### src/rtl/cache_pkg.sv
// cache_pkg: shared widths, block alignment mask, bridge state type and beat address helper
package cache_pkg;
  localparam int WORD_SIZE = 32;
  localparam int BLOCK_DATA_WIDTH = 512;
  localparam int BEATS = BLOCK_DATA_WIDTH / WORD_SIZE;
  localparam logic [WORD_SIZE-1:0] BLOCK_ALIGN_MASK = ~32'h3F;
  typedef enum logic [2:0] {IDLE, WR_BEAT, RD_ADDR, RD_WAIT, DONE} bridge_state_t;
  function automatic logic [WORD_SIZE-1:0] beat_addr(input logic [WORD_SIZE-1:0] base, input logic [3:0] beat);
    return base + {{(WORD_SIZE-6){1'b0}}, beat, 2'b00};
  endfunction
endpackage

### src/rtl/mem_beat_buffer.sv
// mem_beat_buffer: 16x32 line buffer with block load, indexed word write/read and full-block read-out
module mem_beat_buffer
  import cache_pkg::*;
(
  input  logic                        clk,
  input  logic                        rst,
  input  logic                        load,
  input  logic [BLOCK_DATA_WIDTH-1:0] block_in,
  input  logic                        we,
  input  logic [3:0]                  widx,
  input  logic [WORD_SIZE-1:0]        wdata,
  input  logic [3:0]                  ridx,
  output logic [WORD_SIZE-1:0]        rdata,
  output logic [BLOCK_DATA_WIDTH-1:0] block_out
);
  logic [BEATS-1:0][WORD_SIZE-1:0] mem;
  always_ff @(posedge clk)
    if (rst) mem <= '0;
    else if (load) mem <= block_in;
    else if (we) mem[widx] <= wdata;
  assign rdata = mem[ridx];
  assign block_out = mem;
endmodule

### src/rtl/mem_block_bridge.sv
// mem_block_bridge: splits 512-bit block reads/writes into 16 single-word bus beats with enable/ready handshake
module mem_block_bridge
  import cache_pkg::*;
(
  input  logic                        clk,
  input  logic                        rst,
  input  logic                        mem_req_enable,
  input  logic                        mem_req_rw,
  input  logic [WORD_SIZE-1:0]        mem_req_addr,
  input  logic [BLOCK_DATA_WIDTH-1:0] mem_req_dataout,
  output logic [BLOCK_DATA_WIDTH-1:0] mem_req_datain,
  output logic                        mem_req_ready,
  output logic                        bus_valid,
  input  logic                        bus_ready,
  output logic                        bus_we,
  output logic [WORD_SIZE-1:0]        bus_addr,
  output logic [WORD_SIZE-1:0]        bus_wdata,
  input  logic                        bus_rvalid,
  input  logic [WORD_SIZE-1:0]        bus_rdata
);
  bridge_state_t state;
  logic [WORD_SIZE-1:0] base;
  logic [WORD_SIZE-1:0] rd_word;
  logic [3:0] beat;
  logic [3:0] nxt;
  logic load;
  logic store;
  assign nxt = beat + 4'd1;
  assign load = state == IDLE && mem_req_enable && mem_req_rw;
  assign store = state == RD_WAIT && bus_rvalid;
  mem_beat_buffer u_buf (
    .clk(clk),
    .rst(rst),
    .load(load),
    .block_in(mem_req_dataout),
    .we(store),
    .widx(beat),
    .wdata(bus_rdata),
    .ridx(nxt),
    .rdata(rd_word),
    .block_out(mem_req_datain)
  );
  always_ff @(posedge clk)
    if (rst) begin
      state <= IDLE;
      base <= '0;
      beat <= '0;
      bus_valid <= 1'b0;
      bus_we <= 1'b0;
      bus_addr <= '0;
      bus_wdata <= '0;
      mem_req_ready <= 1'b0;
    end else
      case (state)
        IDLE:
          if (mem_req_enable) begin
            base <= mem_req_addr & BLOCK_ALIGN_MASK;
            beat <= '0;
            bus_valid <= 1'b1;
            bus_we <= mem_req_rw;
            bus_addr <= mem_req_addr & BLOCK_ALIGN_MASK;
            bus_wdata <= mem_req_rw ? mem_req_dataout[WORD_SIZE-1:0] : '0;
            state <= mem_req_rw ? WR_BEAT : RD_ADDR;
          end
        WR_BEAT:
          if (bus_ready) begin
            if (beat == 4'(BEATS-1)) begin
              bus_valid <= 1'b0;
              bus_we <= 1'b0;
              mem_req_ready <= 1'b1;
              state <= DONE;
            end else begin
              beat <= nxt;
              bus_addr <= beat_addr(base, nxt);
              bus_wdata <= rd_word;
            end
          end
        RD_ADDR:
          if (bus_ready) begin
            bus_valid <= 1'b0;
            state <= RD_WAIT;
          end
        RD_WAIT:
          if (bus_rvalid) begin
            if (beat == 4'(BEATS-1)) begin
              mem_req_ready <= 1'b1;
              state <= DONE;
            end else begin
              beat <= nxt;
              bus_valid <= 1'b1;
              bus_addr <= beat_addr(base, nxt);
              state <= RD_ADDR;
            end
          end
        DONE:
          if (!mem_req_enable) begin
            mem_req_ready <= 1'b0;
            state <= IDLE;
          end
        default: state <= IDLE;
      endcase
endmodule

### config.mk
export PLATFORM = sky130hd
export DESIGN_NAME = mem_block_bridge
export DESIGN_NICKNAME = d
export VERILOG_FILES = /design/src/rtl/cache_pkg.sv /design/src/rtl/mem_beat_buffer.sv /design/src/rtl/mem_block_bridge.sv
export SDC_FILE = /design/constraint.sdc
export NUM_CORES = 1
export LEC_CHECK = 0
export ABC_CLOCK_PERIOD_IN_PS = 2700
export CAP_MARGIN = 20
export CORE_AREA = 3 3 455 457
export DETAILED_ROUTE_END_ITERATION = 6
export DIE_AREA = 0 0 458 460
export SKIP_LAST_GASP = 1
export SYNTH_ARGS = -nofsm -noshare
export SYNTH_HDL_FRONTEND = slang
export SYNTH_SLANG_ARGS = --single-unit
### constraint.sdc
create_clock -name clk -period 2.7 [get_ports clk]
set_clock_uncertainty 0.2 [all_clocks]
set_input_delay 0.27 -clock clk [delete_from_list [all_inputs] [get_ports clk]]
set_output_delay 0.27 -clock clk [all_outputs]
set_load 0.02 [all_outputs]
**Yosys cells after proc, flatten, opt, wreduce, memory -nomap -nowiden**

Index checks and enable logic that the tools add are counted.

- Flip-flop bits (word level): 612
- Input bits: 582
- Output and inout bits: 579
- Logic and storage cells: 104

- Add/subtract/negate cells: 2
- Magnitude comparators: 3
- Equal/unequal tests: 13
- Multiplexer cells: 45
- Reductions and logical operators: 17

Operators by type and width:

| cell | number |
|---|---|
| $mux 512 | 2 |
| $bwmux 512 | 1 |
| $mux 32 | 10 |
| $bmux 32 s4 | 1 |
| $demux 32 s4 | 1 |
| $pmux 32 s3 | 1 |
| $pmux 32 s2 | 1 |
| $add 32x6->32 | 1 |
| $mux 3 | 7 |
| $mux 4 | 4 |
| $ne 2x2->1 const B | 8 |
| $reduce_and 4->1 | 4 |
| $pmux 3 s5 | 1 |
| $pmux 4 s3 | 1 |
| $mux 1 | 11 |
| $lt 4x5->1 const B | 2 |
| $reduce_and 7->1 | 1 |
| $eq 3x2->1 const B | 2 |
| $reduce_and 6->1 | 1 |
| $reduce_bool 3->1 | 2 |
| $add 4x1->4 const B | 1 |
| $eq 4x4->1 const B | 1 |
| $ge 4x1->1 const B | 1 |
| $logic_and 1x1->1 | 4 |
| 10 further kinds | 11 |

**Logic depth before layout (Yosys ltp)**

Gate-level depths: netlist (run 1).

- Depth in word-level cells: 7
- Depth in mapped cells: 11
- Depth with buffers taken out: 6

**Cells and area by module**

From an unflattened synthesis (run 1), not the netlist that was laid out.

- Cells, all modules: 3,797
- Area, all modules: 31,889.3 um^2

Modules (own cells, without submodules):

| module | instances | cells each | area each (um^2) | sequential area each (um^2) |
|---|---|---|---|---|
| mem_beat_buffer | 1 | 3,308 | 27,591.5 | 10,249.8 |
| mem_block_bridge | 1 | 489 | 4,297.9 | 1,881.8 |

**Worst setup path after synthesis (run 1)**

Ideal clock, no wire load.

- Path type: flip-flop to flip-flop
- Start: register beat[0]
- End: register bus_wdata[0]
- Setup time: 135 ps
- Arrival time: 2,850 ps
- Required time: 2,365 ps
- Path slack: -485 ps
- Cell stages (with the launch flop): 11
- Path buffers: 4
- Clock period less this slack: 3,185 ps
- Path through: dfxtp_1 buf_2 inv_1 buf_1 ha_1 buf_2 buf_4 mux4_2 mux2_2 a221oi_2 a211oi_1

- Cells in the longest elaborated chain, start to end: 6
- Elaborated cells on any way between the ends: 9
- Those cells by class: 1 x add/sub; 2 x eq/ne; 5 x mux; 1 x reduce/logical

RTL lines:

| item | line | RTL |
|---|---|---|
| start: declaration | mem_block_bridge.sv:24 | `logic [3:0] beat;` |
| start signal: assignment | mem_block_bridge.sv:73 | `beat <= nxt;` |
| start signal: assignment | mem_block_bridge.sv:89 | `beat <= nxt;` |
| $add 4x1->4 | mem_block_bridge.sv:28 | `assign nxt = beat + 4'd1;` |
| $bmux 32 s4 | mem_beat_buffer.sv:21 | `assign rdata = mem[ridx];` |
| $mux 32 (not written as such) | mem_beat_buffer.sv:21 |  |
| $mux 32 | mem_block_bridge.sv:67 | `if (beat == 4'(BEATS-1)) begin` |
| $mux 32 | mem_block_bridge.sv:66 | `if (bus_ready) begin` |
| $pmux 32 s2 | mem_block_bridge.sv:54 | `case (state)` |
| end signal: assignment | mem_block_bridge.sv:62 | `bus_wdata <= mem_req_rw ? mem_req_dataout[WORD_SIZE-1:0] : '0;` |
| end signal: assignment | mem_block_bridge.sv:75 | `bus_wdata <= rd_word;` |
| end: declaration | mem_block_bridge.sv:17 | `output logic [WORD_SIZE-1:0] bus_wdata,` |

Several ways; a longest one is shown, not always the timed one. The select of a mux whose other input is x is not followed.
A chain may end at the register's enable or synchronous reset.

**Worst setup path in the final report (run 1)**

- Start: register beat[1]
- End: register bus_wdata[28]

The elaborated chain is that of the path after synthesis.

==> results of run 1 <==
-- placed cells by master (no fill, tap or decap), types with 11 or more instances in the layout --
cell type,instances
sky130_fd_sc_hd__clkbuf_16,87
sky130_fd_sc_hd__clkdlybuf4s50_1,1143
sky130_fd_sc_hd__and2_2,15
sky130_fd_sc_hd__dfxtp_1,603
sky130_fd_sc_hd__diode_2,68
sky130_fd_sc_hd__mux2_2,57
sky130_fd_sc_hd__buf_4,181
sky130_fd_sc_hd__nand2_1,1031
sky130_fd_sc_hd__nor2_1,584
sky130_fd_sc_hd__mux4_2,128
sky130_fd_sc_hd__mux2i_1,35
sky130_fd_sc_hd__buf_12,101
sky130_fd_sc_hd__a21oi_1,35
sky130_fd_sc_hd__a211oi_1,59
sky130_fd_sc_hd__nor3_1,29
sky130_fd_sc_hd__bufinv_16,11
sky130_fd_sc_hd__dlygate4sd3_1,460
sky130_fd_sc_hd__a2111oi_1,16
sky130_fd_sc_hd__clkinv_2,13
sky130_fd_sc_hd__nand2_2,23
sky130_fd_sc_hd__a311oi_1,479
sky130_fd_sc_hd__a221oi_2,24
sky130_fd_sc_hd__clkbuf_8,18
-- metrics by stage --
stage	setup slack, ps	hold slack (ps)
after floorplan	6.06	206
after global placement	-782	246
after detailed placement	-812	249
after CTS	-282	0.838
after global routing	-246	16.5
final	-244	75.4
-- cell families (layout without fill, tap and decap cells) --
family,Yosys count,after routing
AO/OA/AOI/OAI,648,648
XOR/XNOR,3,3
adder cells (fa/ha/maj),4,4
buffers and inverters,436,2059
flip-flops,606,606
multiplexers,228,228
other,1,70
AND/OR/NAND/NOR,1728,1728
-- power breakdown --
part,total [uW],switching (uW),internal (uW),leakage (uW)
sequential,11500,1400,10100,0.00499
combinational,11200,6140,5060,0.0126
clock,12200,4920,7320,0.00145
-- what timing repair did --
action,CTS,global route
gates cloned,5,2
hold buffers,460,0
buffers inserted,16,10
gates resized for setup,43,24
endpoints found under the hold margin,498,0
endpoints found under the setup margin,67,72
pin swaps,9,18
-- sequential cells by signal (all words and copies together) (netlist names) --
signal,flops
bus_wdata,32
bus_valid,1
bus_we,1
mem_req_ready,1
state,3
beat,3
bus_addr,27
u_buf.block_out,512
base,26
-- worst register-to-register path: cells and delay by family, from the launching register on --
kind	cells	cell delay, ps
AOI/OAI and AO/OA	2	630
adders and majority gates	1	380
buffers and inverters	3	310
DFF	1	350
muxes	2	950
-- layer usage --
metal,up-vias,wire (um)
li1,16300,-
met3,621,25600
met1,18700,103000
met2,2549,123000
met4,88,15500
met5,-,557
-- worst max-delay path by stage --
stage	endpoint	slack (ps)	cells after the start
2_1_floorplan	bus_wdata[24]	6	10
3_5_place_dp	bus_wdata[28]	-810	8
4_1_cts	bus_wdata[28]	-280	8
6_report	bus_wdata[28]	-240	8
5_1_grt	bus_wdata[28]	-250	8
3_3_place_gp	bus_wdata[28]	-780	8
-- final cells by class --
type,count,area (um2),area share
Clock buffer,109,2400,0.0434
Multi-Input combinational cell,2613,16800,0.304
Timing Repair Buffer,1907,19800,0.359
Inverter,3,11.3,0.000204
Clock inverter,40,552,0.0100
Sequential cell,606,12100,0.220
Antenna cell,68,170,0.00308
Tap cell,2688,3360,0.0609
==> summary by stage, run 1 <==
Outcome
The final reports fail on negative setup slack. The flow ran to the end, but the final reports show violations.

Floorplan
Row generation in the floorplan step produced 166 rows. The top-level port count is roughly 1200. For this configuration, the core starts out at a cell density of 0.149.

The die covers 211000 um2. The floorplan step set the die height to between 400 and 500 um. The core region area is approximately 200000 um2.

The die is approximately 460 um wide.

STA
The number of hold-slack violations in the final timing report is 0. The number of pins with negative max-slew slack in the final report came to 0. The total of endpoints with negative setup slack in the final report is 34. The maximum clock rate is around 340 MHz. Setup repair after global routing could not meet its margin everywhere.

The worst slew margin relative to its limit is 0.292. Setup total negative slack on the finished layout was measured at -4120 ps. The worst path setup slack after routing is -244 ps. For the finished layout, the period the worst path requires is roughly 3000 ps. The slew of the pin with the lowest slew margin is roughly 1100 ps. The ratio of final minimum period to clock period is 1.09.

Global route
The number of antenna violations at the first check in global routing is about 150. The global-route track usage on met1 is 0.285. The wire length of the first global-routing pass is ~350000 um.

The met2 demand-to-capacity share in global routing is 0.397. For this run, the total global-route usage over all layers was measured as 0.242. The number of global-route vias before repair was 37000. For this run, global-route usage on met3 was measured as 0.0755. The total overflow left after global routing is 0. The global routing's busiest layer is met2. The pin count of the biggest net entering global routing is 101.

Setup path
The critical path is of the reg2reg type. The setup slack of the worst register-to-register path is -240 ps. The startpoint identified for the worst register-to-register timing path is beat[1]. The logic depth of the worst register-to-register path is 8. Together, buffers and inverters on the worst path number 3. The data arrival time at the worst-slack endpoint is between 3000 and 4000 ps. Data on the critical path is required at its endpoint by 3050 ps.

The slowest stage of the critical path is the sky130_fd_sc_hd__mux4_2 cell. The signal on the critical path passes through inv_2 -> ha_4 -> buf_12 -> buf_6 -> mux4_2 -> mux2_4 -> a221oi_4 -> a211oi_2. STA classifies the critical path startpoint as a flip-flop.

On the worst path, the slowest cell contributes a delay of approximately 620 ps. The cell family contributing the most delay on the critical path is multiplexers. Along the worst path, the maximum fanout reaches 4. The destination of the worst register-to-register timing path is bus_wdata[28]. The kind of end point of the critical path is a flip-flop. The most critical setup path has its startpoint at beat[1].

Power
For this design the ratio of total power to cell area is around 630 nW/um2. Across the VDD grid, the largest voltage drop is between 0.0004 and 0.0005 V. The leakage power total is between 0.015 and 0.02 uW.

The sum of internal, switching and leakage power is 34900 uW.

Layout
The filler cell count is 21600. The share of cells above drive strength 1 is 0.140. The count of cells in the finished layout, fillers not included, comes to 8034. Once layout is done, the placed cells without fillers occupy 55200 um2.

For this run, the share of the core covered by cells in the final layout is 0.271. Relative to the synthesized area, the layout overhead comes to 81.1%. At the end of the flow, the number of nets in the layout was 5799.

Drt
The detailed router finished its first iteration with 4488 violations. The routed via count is around 38000. The count of antenna-violating nets left after detailed routing is 0. The number of vias per cell is around 4.8. In the routed design, unresolved DRC markers number 0. The sum of routed wire length over all layers is between 200000 and 300000 um. For this run, the detailed router's first-pass iteration total came to 7. The routed length per placed instance is around 33 um.

Min path
The worst hold path belongs to the class in2reg. The path with the worst hold slack has its endpoint at u_buf.block_out[310]. The startpoint of the lowest-slack hold path is mem_req_dataout[310]. The number of cells on the worst hold path is 3.

CTS
The post-CTS clock slew at the launch and capture registers of the worst setup and hold paths is roughly 60 ps. The TritonCTS clock tree is done. The clock drives 606 sinks. Clock tree synthesis inserted a total of between 80 and 90 buffers. Clock tree synthesis selected as its root buffer the cell sky130_fd_sc_hd__clkbuf_16. The clock insertion delay at the later pin of the skew report is around 700 ps. The level count of the clock H-tree is 3.

The number of buffers on the longest clock path is 3.

Logic synthesis
Of the total synthesized cell area, the portion taken by AND, OR, NAND and NOR gates is 0.220. The commonest cells after synthesis are 1056 x sky130_fd_sc_hd__nand2_1, 606 x sky130_fd_sc_hd__dfxtp_1, 584 x sky130_fd_sc_hd__nor2_1. The most frequently used flop master after synthesis is sky130_fd_sc_hd__dfxtp_1. Yosys printed 0 warnings. Counting flops with a built-in enable in the synthesized netlist gives 0.

The synthesized-area fraction occupied by ao, oa, aoi and oai cells was 0.186. Counting flops and latches in the post-synthesis netlist gives 606. By area, the combinational part of the netlist is dominated by simple AND/OR/NAND/NOR gates. The area share of the largest cell type after synthesis is 0.398. Yosys attributes the largest share of cell area to sky130_fd_sc_hd__dfxtp_1 40%, sky130_fd_sc_hd__a311oi_1 14%, sky130_fd_sc_hd__nand2_1 13%.

Of the synthesized area, sequential elements account for 0.398. Summed over all instances, the cell type with the most area after synthesis is sky130_fd_sc_hd__dfxtp_1. The cell count after synthesis came out at ~3700. The most frequent cell after synthesis is sky130_fd_sc_hd__nand2_1.

Of the total synthesized cell area, the portion taken by XOR and XNOR cells is 0.00111. The synthesized cell area is 30500 um2. The post-synthesis adder-cell area fraction is 0.00164. The multiplexer share of the synthesized area is 0.130. Synthesis instantiated 55 different standard cells from the library.

Counting flops with an async set or reset pin after synthesis yields a share of 0. The average instance in the mapped netlist occupies roughly 8.3 um2.

Place
The number of cells in the design after placement is between 7000 and 8000. The area of placed instances is 46700 um2. Buffers placed on the I/O ports in this run total roughly 1200.

Once detailed placement completed, the half-perimeter wirelength came to ~210000 um. The final RePlAce weighted congestion is roughly 0.94.

Flow run
Across the run, the number of max-cap violations was 0.
Power figures use the tool's default switching activity.
==> run 2, diff against run 1 <==
Settings changed: RECOVER_POWER set to 25.
==> run 2 against run 1 <==
The flow still finishes with violations (negative setup slack); fmax about the same; largest power group unchanged; non-clock buffer count unchanged; via count rose by 0.20%; design area barely moved; first-iteration DRC count decreased by 6.9%; sequential power barely moved; critical path type unchanged; critical endpoint unchanged; count of clock-buffer cells in the layout is the same; power decreased by 0.44%.
==> summary by stage, run 2 (synthesized netlist as in run 1, its figures left out) <==
Outcome
The run finished, with violations left. The final reports fail on negative setup slack.

CTS
The number of buffers on the longest clock path is 3 (unchanged). The number of sinks on the clock net is 606 (unchanged). The clock insertion delay at the later pin of the skew report came to 710 ps (about the same). The number of buffers added by the clock tree synthesis step came to 82 (unchanged).

TritonCTS built the clock tree. The level count of the clock H-tree is 3 (unchanged). The post-CTS clock slew at the launch and capture registers of the worst setup and hold paths came to 60 ps (about the same). The tree is rooted in a sky130_fd_sc_hd__clkbuf_16.

Drt
The routed length per placed instance came to 33.4 um (about the same). The sum of routed wire length over all layers is 268000 um (+0.11%). The routed via count was 38300 (+0.20%).

The post-route DRC violation count came to 0 (unchanged). The DRC violation total after the first TritonRoute iteration is 4178 (-6.9%). The count of antenna-violating nets left after detailed routing is 0 (unchanged). The number of vias per cell is 4.77 (+0.18%).

The number of detailed-route iterations in the first pass is 7 (unchanged).

STA
The ratio of final minimum period to clock period came to 1.09 (about the same). The number of hold-slack violations in the final timing report is 0 (unchanged). The maximum clock rate is 340 MHz (about the same). The number of pins with negative max-slew slack in the final report is 0 (unchanged).

The worst slew margin relative to its limit is 0.311 (+0.0182). The slew of the pin with the lowest slew margin is 1030 ps (-27.3 ps). The total of endpoints with negative setup slack in the final report is 58 (+71%). The worst path setup slack after routing was -243 ps (+0.120 ps). The final critical delay including setup and external delays came to 2940 ps (-0.120 ps).

Setup repair after global routing could not meet its margin everywhere. The final setup TNS is -4490 ps (-370 ps).

Flow run
The number of violations of the max-capacitance limit is 0 (unchanged).

Layout
The design area was 55200 um2 (about the same). The area growth from synthesis to final layout is 81.0% (about the same). The most common library cell in the layout ignoring fill and taps is sky130_fd_sc_hd__nand2_1. The share of cells above drive strength 1 is 0.139 (-0.00114). The filler cell count is 21600 (+0.0092%). The number of nets in the final layout was 5799 (unchanged). In the layout the commonest cells are 1031 x sky130_fd_sc_hd__nand2_1, 933 x sky130_fd_sc_hd__clkdlybuf4s50_1, 670 x sky130_fd_sc_hd__dlygate4sd3_1, 603 x sky130_fd_sc_hd__dfxtp_1, 584 x sky130_fd_sc_hd__nor2_1.

The number of flip-flops under the largest register name is 512 (unchanged).

Power
The power per standard cell area is 630 nW/um2 (-0.38%). The switching power is 12500 uW (about the same). The maximum vdd ir drop was 0.000478 V (-0.88%). The clock network power share is 0.352 (about the same). The sum of internal, switching and leakage power is 34700 uW (-0.44%).

The combinational fraction of design power came to 0.318 (-0.003). The fraction of power spent switching nets is 0.359 (+0.00165). The leakage power total is 0.0195 uW (+2.8%). The part of the total power dissipated in sequential elements is 0.329 (about the same). The internal power contribution is 22300 uW (-0.69%).

Setup path
Tracing the worst setup path back leads to its startpoint at beat[1]. The largest stage delay on the critical path is 620 ps (about the same). The worst register-to-register path begins at beat[1]. The critical path goes through inv_2 -> ha_4 -> buf_12 -> buf_6 -> mux4_2 -> mux2_4 -> a221oi_4 -> a211oi_2. For this design, the slowest cell found on the critical path is sky130_fd_sc_hd__mux4_2.

The logic depth of the worst register-to-register path is 8 (unchanged). The data arrival time at the worst-slack endpoint is 3290 ps (about the same). The required time at the worst-slack endpoint is 3050 ps (about the same).

The end point of the critical path is bus_wdata[28]. The kind of end point of the critical path is a flip-flop. The destination of the worst register-to-register timing path is bus_wdata[28].

By startpoint and endpoint, the worst setup path is classified as reg2reg. The setup slack of the worst register-to-register path came to -240 ps (about the same). STA classifies the critical path startpoint as a flip-flop. The highest fanout seen on the critical path was 4 (unchanged).

Global route
The pin count of the biggest net entering global routing came to 101 (unchanged). The number of antenna violations at the first check in global routing is 148 (unchanged). The aggregate global routing overflow is 0 (unchanged). The number of global-route vias before repair is 37000 (unchanged). The total routing usage reported by global routing is 0.242 (unchanged). The wire length of the first global-routing pass came to 348000 um (unchanged).

Floorplan
The starting utilization of the core area is 0.149 (unchanged). The site row count is 166 (unchanged). The height of the die came to 460 um (unchanged). The top-level port count is 1161 (unchanged). The overall die area is 211000 um2 (unchanged).

The die span in x is 458 um (unchanged). The core region area was 204000 um2 (unchanged).

Place
The final HPWL from detailed placement is 210000 um (unchanged). The area of placed instances is 46700 um2 (unchanged). The count of port buffers added during placement is 1152 (unchanged).

The setup slack after placement was -812 ps (unchanged). The final RePlAce weighted congestion is 0.938 (unchanged).

Min path
The worst hold path belongs to the class in2reg.
==> run 2: cell types whose count changed in the layout (fill, tap and decap cells not counted), moves of 2 or more <==
cell	before	now
sky130_fd_sc_hd__clkdlybuf4s50_1	1143	933
sky130_fd_sc_hd__clkbuf_2	0	2
sky130_fd_sc_hd__clkbuf_1	6	11
sky130_fd_sc_hd__diode_2	68	70
sky130_fd_sc_hd__buf_4	181	174
sky130_fd_sc_hd__dlygate4sd3_1	460	670
==> run 2: per-stage QoR <==
| step | util | instances | hold WS [ps] |
|---|---|---|---|
| CTS | 0.268 | 7955 | 0.838 |
| finish | 0.270 | 8036 | 74.1 |
| detailed placement | 0.229 | 7326 | 249 |
| global placement | 0.229 | 7326 | 246 |
| floorplan | - | 3655 | 206 |
| global route | 0.270 | 7996 | 16.5 |
==> run 2: worst min-delay path by stage <==
stage | start | endpoint | slack (ps) | depth (start not counted)
4_1_cts | mem_req_dataout[16] | u_buf.block_out[16] | 0.8 | 3
5_1_grt | mem_req_dataout[339] | u_buf.block_out[339] | 20 | 3
3_3_place_gp | base[31] | base[31] | 250 | 2
2_1_floorplan | mem_req_addr[10] | base[10] | 210 | 2
6_report | mem_req_dataout[310] | u_buf.block_out[310] | 70 | 3
3_5_place_dp | base[30] | base[30] | 250 | 2
==> run 2: what timing repair did <==
item / CTS / global route
buffers inserted: 16 / 10
endpoints found under the hold margin: 498 / 0
resized for setup: 43 / 24
pin swaps: 9 / 18
endpoints found under the setup margin: 67 / 72
hold buffers: 460 / 0
cloned: 5 / 2
==> run 2: cell type report <==
class,count,area (um2),share of cell area
clock inverters,40,552,0.0100
clock buffers,109,2400,0.0435
repair buffers,1907,19800,0.358
diodes,70,175,0.00318
multi-input cells,2613,16800,0.304
flip-flops and latches,606,12100,0.220
well taps,2688,3360,0.0610
inverters,3,11.3,0.000204
==> run 2: power groups by stage <==
stage | Clock (uW) | Sequential [uW] | Combinational, uW
2_1_floorplan | 0 | 12200 | 3380
3_3_place_gp | 0 | 11600 | 10300
3_5_place_dp | 0 | 11600 | 10300
4_1_cts | 12500 | 11400 | 11200
5_1_grt | 12800 | 11500 | 11600
6_report | 12200 | 11400 | 11100
==> run 2: critical path: cells and delay by family, from the launching register on <==
kind,cells,cell delay [ps]
mux,2,940
compound gates,2,630
fa+ha+maj,1,370
buf+inv,3,290
flops,1,350
==> run 2: layer usage <==
| layer | up-vias | GRT usage | wire [um] |
|---|---|---|---|
| li1 | 16300 | - | - |
| met1 | 18700 | 0.285 | 104000 |
| met5 | - | 0 | 563 |
| met2 | 2564 | 0.397 | 123000 |
| met4 | 90 | 0.119 | 15800 |
| met3 | 626 | 0.0755 | 25500 |
